**src/rtl/img_preproc_pkg.sv**
```systemverilog
// rtl/img_preproc_pkg.sv - shared types and helpers for the image preprocessing front end
package img_preproc_pkg;

  // Deframer control states: waiting for a header, forwarding payload, dropping an oversize frame.
  typedef enum logic [1:0] {
    IDLE    = 2'd0,
    PAYLOAD = 2'd1,
    DISCARD = 2'd2
  } deframe_state_e;

  // Default host word size; blocks built for other widths declare their own beat layout.
  localparam int unsigned DEF_WORD_BYTES = 4;

  // One output beat: payload word, byte-valid mask (LSB = byte 0), end-of-frame flag.
  typedef struct packed {
    logic [8*DEF_WORD_BYTES-1:0] data;
    logic [DEF_WORD_BYTES-1:0]   strb;
    logic                        last;
  } beat_t;

  // Byte lane byte_idx of the current word carries payload when more than byte_idx
  // bytes remain.  Evaluated per lane, so the full word is all ones when at least
  // a word's worth remains and the low (remaining) lanes otherwise.
  function automatic logic strb_bit_from_remaining(input logic [63:0] remaining,
                                                   input int          byte_idx);
    return remaining > 64'(byte_idx);
  endfunction

endpackage

```
**src/rtl/stream_skid_buf.sv**
```systemverilog
// rtl/stream_skid_buf.sv - two-entry skid buffer with registered outputs
module stream_skid_buf #(
  parameter int unsigned WIDTH = 8
) (
  input  logic             clock_i,
  input  logic             reset_i,
  input  logic [WIDTH-1:0] push_data_i,
  input  logic             push_valid_i,
  output logic             push_ready_o,
  output logic [WIDTH-1:0] pop_data_o,
  output logic             pop_valid_o,
  input  logic             pop_ready_i
);

  // out_* is the head entry driving the consumer; skid_* catches one extra word
  // so push_ready never depends combinationally on pop_ready.
  logic [WIDTH-1:0] out_data_q, out_data_d;
  logic             out_valid_q, out_valid_d;
  logic [WIDTH-1:0] skid_data_q, skid_data_d;
  logic             skid_valid_q, skid_valid_d;
  logic             push;
  logic             pop;

  assign push_ready_o = !skid_valid_q;
  assign pop_data_o   = out_data_q;
  assign pop_valid_o  = out_valid_q;

  // Next-state of both entries for every push/pop combination.
  always_comb begin
    out_data_d   = out_data_q;
    out_valid_d  = out_valid_q;
    skid_data_d  = skid_data_q;
    skid_valid_d = skid_valid_q;
    push         = push_valid_i && !skid_valid_q;
    pop          = out_valid_q && pop_ready_i;
    if (pop) begin
      if (skid_valid_q) begin
        // Full: no push possible; the skid entry moves up to the head.
        out_data_d   = skid_data_q;
        out_valid_d  = 1'b1;
        skid_valid_d = 1'b0;
      end else if (push) begin
        out_data_d  = push_data_i;
        out_valid_d = 1'b1;
      end else begin
        out_valid_d = 1'b0;
      end
    end else if (push) begin
      if (!out_valid_q) begin
        out_data_d  = push_data_i;
        out_valid_d = 1'b1;
      end else begin
        skid_data_d  = push_data_i;
        skid_valid_d = 1'b1;
      end
    end
  end

  // Entry registers; reset empties the buffer and clears the visible beat.
  always_ff @(posedge clock_i) begin
    if (reset_i) begin
      out_data_q   <= '0;
      out_valid_q  <= 1'b0;
      skid_data_q  <= '0;
      skid_valid_q <= 1'b0;
    end else begin
      out_data_q   <= out_data_d;
      out_valid_q  <= out_valid_d;
      skid_data_q  <= skid_data_d;
      skid_valid_q <= skid_valid_d;
    end
  end

endmodule

```
**src/rtl/img_stream_deframer.sv**
```systemverilog
// rtl/img_stream_deframer.sv - length-prefixed word stream to strobed payload beats
module img_stream_deframer
  import img_preproc_pkg::*;
#(
  parameter int unsigned WORD_BYTES = 4,
  parameter int unsigned LEN_W      = 32,
  parameter int unsigned MAX_BYTES  = 1048576,
  parameter int unsigned FCNT_W     = 16
) (
  input  logic                    clock,
  input  logic                    reset,
  input  logic [8*WORD_BYTES-1:0] in_data,
  input  logic                    in_valid,
  output logic                    upstream_stall,
  output logic [8*WORD_BYTES-1:0] out_data,
  output logic [WORD_BYTES-1:0]   out_strb,
  output logic                    out_last,
  output logic                    out_valid,
  input  logic                    downstream_stall,
  output logic                    core_reset,
  output logic                    err_oversize,
  output logic [LEN_W-1:0]        bytes_remaining,
  output logic [FCNT_W-1:0]       frame_count
);

  localparam int unsigned         DATA_W = 8 * WORD_BYTES;
  localparam int unsigned         BEAT_W = DATA_W + WORD_BYTES + 1;
  localparam logic [LEN_W-1:0]    WB_L   = LEN_W'(WORD_BYTES);

  if (WORD_BYTES == 0 || (WORD_BYTES & (WORD_BYTES - 1)) != 0) begin : g_bad_word_bytes
    $error("WORD_BYTES must be a nonzero power of two");
  end
  if (LEN_W > DATA_W || LEN_W > 64) begin : g_bad_len_w
    $error("LEN_W must fit in one data word and in 64 bits");
  end

  typedef struct packed {
    logic [DATA_W-1:0]     data;
    logic [WORD_BYTES-1:0] strb;
    logic                  last;
  } deframe_beat_t;

  deframe_state_e    state_q, state_d;
  logic [LEN_W-1:0]  rem_q, rem_d;
  logic              core_reset_q, core_reset_d;
  logic              err_oversize_q, err_oversize_d;
  logic [FCNT_W-1:0] frame_count_q;

  logic [LEN_W-1:0]  hdr;
  logic [LEN_W-1:0]  rem_dec;
  logic              is_last;
  logic              in_fire;
  logic              push_valid;
  logic              push_ready;
  logic              pop_valid;
  deframe_beat_t     push_beat;
  deframe_beat_t     pop_beat;
  logic [BEAT_W-1:0] pop_bits;

  // Strobe and beat for the word currently presented, built from the bytes still owed.
  always_comb begin
    push_beat.data = in_data;
    push_beat.strb = '0;
    for (int i = 0; i < int'(WORD_BYTES); i++) begin
      push_beat.strb[i] = strb_bit_from_remaining(64'(rem_q), i);
    end
    push_beat.last = is_last;
  end

  // Header decode and payload accounting: next state, remaining count and status pulses.
  always_comb begin
    state_d        = state_q;
    rem_d          = rem_q;
    core_reset_d   = 1'b0;
    err_oversize_d = 1'b0;
    push_valid     = 1'b0;
    hdr            = in_data[LEN_W-1:0];
    rem_dec        = (rem_q >= WB_L) ? (rem_q - WB_L) : '0;
    is_last        = (rem_q <= WB_L);
    upstream_stall = (state_q == PAYLOAD) ? !push_ready : 1'b0;
    in_fire        = in_valid && !upstream_stall;
    case (state_q)
      IDLE: begin
        if (in_fire) begin
          if (hdr == '0) begin
            core_reset_d = 1'b1;
          end else if (64'(hdr) > 64'(MAX_BYTES)) begin
            err_oversize_d = 1'b1;
            rem_d          = hdr;
            state_d        = DISCARD;
          end else begin
            rem_d   = hdr;
            state_d = PAYLOAD;
          end
        end
      end
      PAYLOAD: begin
        if (in_fire) begin
          push_valid = 1'b1;
          rem_d      = rem_dec;
          if (is_last) state_d = IDLE;
        end
      end
      DISCARD: begin
        if (in_fire) begin
          rem_d = rem_dec;
          if (is_last) state_d = IDLE;
        end
      end
      default: state_d = IDLE;
    endcase
  end

  // Control registers; a system reset returns to header-hunting without a core_reset pulse.
  always_ff @(posedge clock) begin
    if (reset) begin
      state_q        <= IDLE;
      rem_q          <= '0;
      core_reset_q   <= 1'b0;
      err_oversize_q <= 1'b0;
    end else begin
      state_q        <= state_d;
      rem_q          <= rem_d;
      core_reset_q   <= core_reset_d;
      err_oversize_q <= err_oversize_d;
    end
  end

  stream_skid_buf #(
    .WIDTH(BEAT_W)
  ) u_skid (
    .clock_i      (clock),
    .reset_i      (reset),
    .push_data_i  (push_beat),
    .push_valid_i (push_valid),
    .push_ready_o (push_ready),
    .pop_data_o   (pop_bits),
    .pop_valid_o  (pop_valid),
    .pop_ready_i  (!downstream_stall)
  );

  assign pop_beat = deframe_beat_t'(pop_bits);

  // Count frames whose final beat has been handed to the consumer; wraps naturally.
  always_ff @(posedge clock) begin
    if (reset) begin
      frame_count_q <= '0;
    end else if (pop_valid && !downstream_stall && pop_beat.last) begin
      frame_count_q <= frame_count_q + 1'b1;
    end
  end

  assign out_data        = pop_beat.data;
  assign out_strb        = pop_beat.strb;
  assign out_last        = pop_beat.last;
  assign out_valid       = pop_valid;
  assign core_reset      = core_reset_q;
  assign err_oversize    = err_oversize_q;
  assign bytes_remaining = rem_q;
  assign frame_count     = frame_count_q;

endmodule

```
**config.mk**
```make
export PLATFORM = sky130hd
export DESIGN_NAME = img_stream_deframer
export DESIGN_NICKNAME = d
export VERILOG_FILES = /design/src/rtl/img_preproc_pkg.sv /design/src/rtl/stream_skid_buf.sv /design/src/rtl/img_stream_deframer.sv
export SDC_FILE = /design/constraint.sdc
export NUM_CORES = 1
export LEC_CHECK = 0
export ABC_AREA = 1
export ABC_CLOCK_PERIOD_IN_PS = 2600
export BUFFER_PORTS_ARGS = -buffer_cell sky130_fd_sc_hd__clkbuf_2
export CORE_UTILIZATION = 55
export DETAILED_ROUTE_END_ITERATION = 8
export PLACE_DENSITY = 0.87
export SLEW_MARGIN = 10
export SYNTH_ARGS = -nofsm -noshare
export SYNTH_HDL_FRONTEND = slang
export SYNTH_SLANG_ARGS = --single-unit
```
**constraint.sdc**
```tcl
create_clock -name clock -period 2.6 [get_ports clock]
set_clock_uncertainty 0.1 [all_clocks]
set_input_delay 0.78 -clock clock [delete_from_list [all_inputs] [get_ports clock]]
set_output_delay 0.78 -clock clock [all_outputs]
set_load 0.005 [all_outputs]
```
==> impl_metrics.json <==
{
  "outcome": "complete, but fails checks",
  "violated_checks": "design-rule violations",
  "io_buffer_count": 124,
  "share_of_synthesized_area_occupied_by_flip_flops_and_latches": 0.388,
  "leakagePower_nw": 3.68,
  "n_diodes": 0,
  "stdcell_area_um2": 7970,
  "p_per_area_nw_per_um2": 671,
  "placed_area_um2": 7360,
  "yosysTopAreaCell": "sky130_fd_sc_hd__dfxtp_1",
  "gr-total-overflow": 0,
  "syn-cell-area_um2": 6600,
  "synth_most_common_cell": "sky130_fd_sc_hd__nand2_1",
  "crit_path_cell_trace": "inv_1 > ha_1 > nand2_1 > nand2_1 > inv_2 > nand2_1 > nor2_1 > nand2_1 > inv_2 > buf_4 > nor2_1 > nor2_1 > o21ai_0 > inv_1",
  "detail_route.first_pass.iterations": 8,
  "area_growth_pct": 20.8,
  "setup_viol_count_final": 0,
  "ant_nets": 0,
  "cts_setup_buffers": 0,
  "avgViaCountPerCell": 5.56,
  "core_region_area_um2": 11600,
  "number_of_antenna_violations_at_the_first_check_in_global_routing": 0,
  "layout-drive-gt1-share": 0.195,
  "number_of_global_route_vias_before_repair": 6485,
  "cts.repair.resized": 0,
  "cp_bufs_invs": 5,
  "final_hold_viol_count": 0,
  "cts_tree": "yes",
  "hpwlAfterDp_mm": 13.7,
  "syn-mean-instance-area_um2": 6.68,
  "synth.lib_cells_used.distinct": 35,
  "cpLargestDelayFamily": "simple AND/OR/NAND/NOR gates",
  "worst_ep_arrival_time_ns": 2.48,
  "grt_pass1_wl_mm": 31.9,
  "maxSlewHeadroom": 0.574,
  "synth.cells.most_frequent": "sky130_fd_sc_hd__nand2_1 (205), sky130_fd_sc_hd__nor2_1 (202), sky130_fd_sc_hd__dfxtp_1 (128)",
  "fin_worst_hold_slack_ns": 0.366,
  "die_y_um": 112,
  "fin_tns_setup_ns": 0,
  "drt_wl_total_mm": 19.4,
  "timing.setup.critical_path_class": "reg -> reg",
  "worst-endpoint-required_ns": 2.87,
  "number_of_cts_inserted_buffers": 17,
  "synth_flop_cell": "sky130_fd_sc_hd__dfxtp_1",
  "clk_transition_reported_paths_ns": 0.06,
  "synth_edf_count": 0,
  "finalCritPeriodShare": 0.849,
  "setup_slack_ns": 0.393,
  "max_cap_violations": 0,
  "place_congestion": 0.964,
  "cts_htree_levels": 4,
  "wire_per_inst_um": 15.4,
  "violation_count_after_the_first_detailed_route_iteration": 778,
  "rsz0062_at_grt": "no",
  "clock_latency_ns": 0.43,
  "critical_path.max_fanout": 16,
  "dieWidth_um": 112,
  "worst_path_max_delay_cell": "sky130_fd_sc_hd__dfxtp_1",
  "finalCriticalPeriod_ns": 2.21,
  "yosys_warnings": 0,
  "timing_max_transition_violations_final": 0,
  "num_vias": 7004,
  "track_usage": 0.323,
  "route.detailed.drc": 11,
  "critical-path-top-cell-by-count": "sky130_fd_sc_hd__nand2_1",
  "netlist_instances": 988,
  "post-place-ws_ns": 0.0952,
  "cts_root_buf": "sky130_fd_sc_hd__clkbuf_16",
  "critical_path.startpoint_type": "flip-flop",
  "postSynth.asyncResetShare": 0,
  "synth.ff_latch_count": 128,
  "cts.sink_count": 128,
  "hold_buffers": 0,
  "hold_path_class": "reg -> reg",
  "grt_max_degree": 48,
  "ctsLongestPathBuffers": 2,
  "die_area_um2": 12400,
  "rows": 39,
  "synthDominantCellAreaShare": 0.388,
  "pin_count": 125,
  "floorplan.initialDensity": 0.570,
  "setup.worst_path.end_class": "flip-flop",
  "synthesis.nets": 1029,
  "fmax_mhz": 453,
  "yosys-top-cells-area": "sky130_fd_sc_hd__dfxtp_1 (39%), sky130_fd_sc_hd__nand2_1 (12%), sky130_fd_sc_hd__nor2_1 (11%), sky130_fd_sc_hd__o21ai_0 (8.0%), sky130_fd_sc_hd__inv_1 (4.5%)",
  "max_slew.worst_pin.slew_ns": 0.639,
  "nNetsFinal": 1144,
  "slowest_cell_delay_on_critical_path_ns": 0.32,
  "ir_drop_uv": 365
}
[logic make-up (layout without fill, tap and decap cells)]
family / count (synthesis) / after routing / synth area share
adder cells (fa/ha/maj): 5 / 5 / 0.00948
AND/OR/NAND/NOR: 496 / 496 / 0.317
AO/OA/AOI/OAI: 206 / 206 / 0.171
XOR/XNOR: 23 / 23 / 0.0305
buffers and inverters: 130 / 258 / 0.0827
flip-flops: 128 / 128 / 0.388
[flip-flops by register name (all words and copies together) (netlist names)]
register             flops
u_skid.pop_data_o       37
state_q                  2
u_skid.skid_data_q      37
bytes_remaining         32
u_skid.pop_valid_o       1
core_reset               1
frame_count             16
u_skid.skid_valid_q      1
err_oversize             1
[cell usage in the layout, fill, tap and decap left out, types with 4 or more instances in the layout]
master | netlist | final
sky130_fd_sc_hd__nand2_1 | 205 | 205
sky130_fd_sc_hd__nor2_1 | 202 | 202
sky130_fd_sc_hd__dfxtp_1 | 128 | 128
sky130_fd_sc_hd__clkbuf_2 | 0 | 124
sky130_fd_sc_hd__o21ai_0 | 106 | 106
sky130_fd_sc_hd__inv_1 | 79 | 78
sky130_fd_sc_hd__nand3_1 | 36 | 36
sky130_fd_sc_hd__a21oi_1 | 36 | 36
sky130_fd_sc_hd__a31oi_1 | 32 | 32
sky130_fd_sc_hd__xor2_1 | 20 | 20
sky130_fd_sc_hd__clkbuf_16 | 0 | 17
sky130_fd_sc_hd__o21ai_1 | 16 | 16
sky130_fd_sc_hd__buf_4 | 0 | 13
sky130_fd_sc_hd__nor3_1 | 12 | 12
sky130_fd_sc_hd__nor2_2 | 11 | 11
sky130_fd_sc_hd__nand4_1 | 11 | 11
sky130_fd_sc_hd__o21ai_2 | 10 | 10
sky130_fd_sc_hd__inv_2 | 5 | 6
sky130_fd_sc_hd__ha_1 | 5 | 5
sky130_fd_sc_hd__buf_12 | 0 | 5
sky130_fd_sc_hd__nand2_2 | 4 | 4
sky130_fd_sc_hd__nor3_2 | 4 | 4
sky130_fd_sc_hd__clkinvlp_4 | 0 | 4
[worst paths after layout]
| kind | start | to | slack, ns | cells past startpoint |
|---|---|---|---|---|
| worst max-delay path | state_q[1] | u_skid.skid_data_q[1] | 0.39 | 14 |
| worst min-delay path | frame_count[10] | frame_count[10] | 0.37 | 2 |
| worst max register to register | state_q[1] | u_skid.skid_data_q[1] | 0.39 | 14 |
| worst min register to register | frame_count[10] | frame_count[10] | 0.37 | 2 |
[report_power, final]
group	leakage, nW	switching [W]	internal [W]
clock	0.286	0.000906	0.00153
combinational	2.35	0.000536	0.000275
sequential	1.04	0.0000812	0.00202
[tightest hold or removal path: stages, from the launching register on]
cell	delay, ns
sky130_fd_sc_hd__dfxtp_1	0.32
sky130_fd_sc_hd__inv_1	0.05
sky130_fd_sc_hd__a21oi_1	0.05
[area by class of cell]
type,instances,area [um2]
Clock inverter,13,161
Clock buffer,19,443
Sequential cell,128,2560
Tap cell,143,179
Fill cell,974,3600
Inverter,84,315
Multi-Input combinational cell,730,3490
Timing Repair Buffer,142,818
[metal layers]
metal / global-route usage / share of wire / vias to the layer above
li1: - / - / 3438
met1: 0.425 / 0.44 / 3194
met2: 0.520 / 0.47 / 330
met3: 0.0577 / 0.077 / 42
met4: 0.141 / 0.022 / 0
met5: 0 / 0 / -
[per-stage QoR]
| step | util | power [W] | std cells |
|---|---|---|---|
| 6_report | 0.689 | 0.00534 | 1259 |
| 5_1_grt | 0.689 | 0.00555 | 1259 |
| 4_1_cts | 0.689 | 0.00535 | 1259 |
| 3_5_place_dp | 0.637 | 0.00292 | 1227 |
| 3_3_place_gp | 0.637 | 0.00292 | 1227 |
| 2_1_floorplan | - | 0.00266 | 988 |
Note: power is estimated with default switching activity, not from simulation.
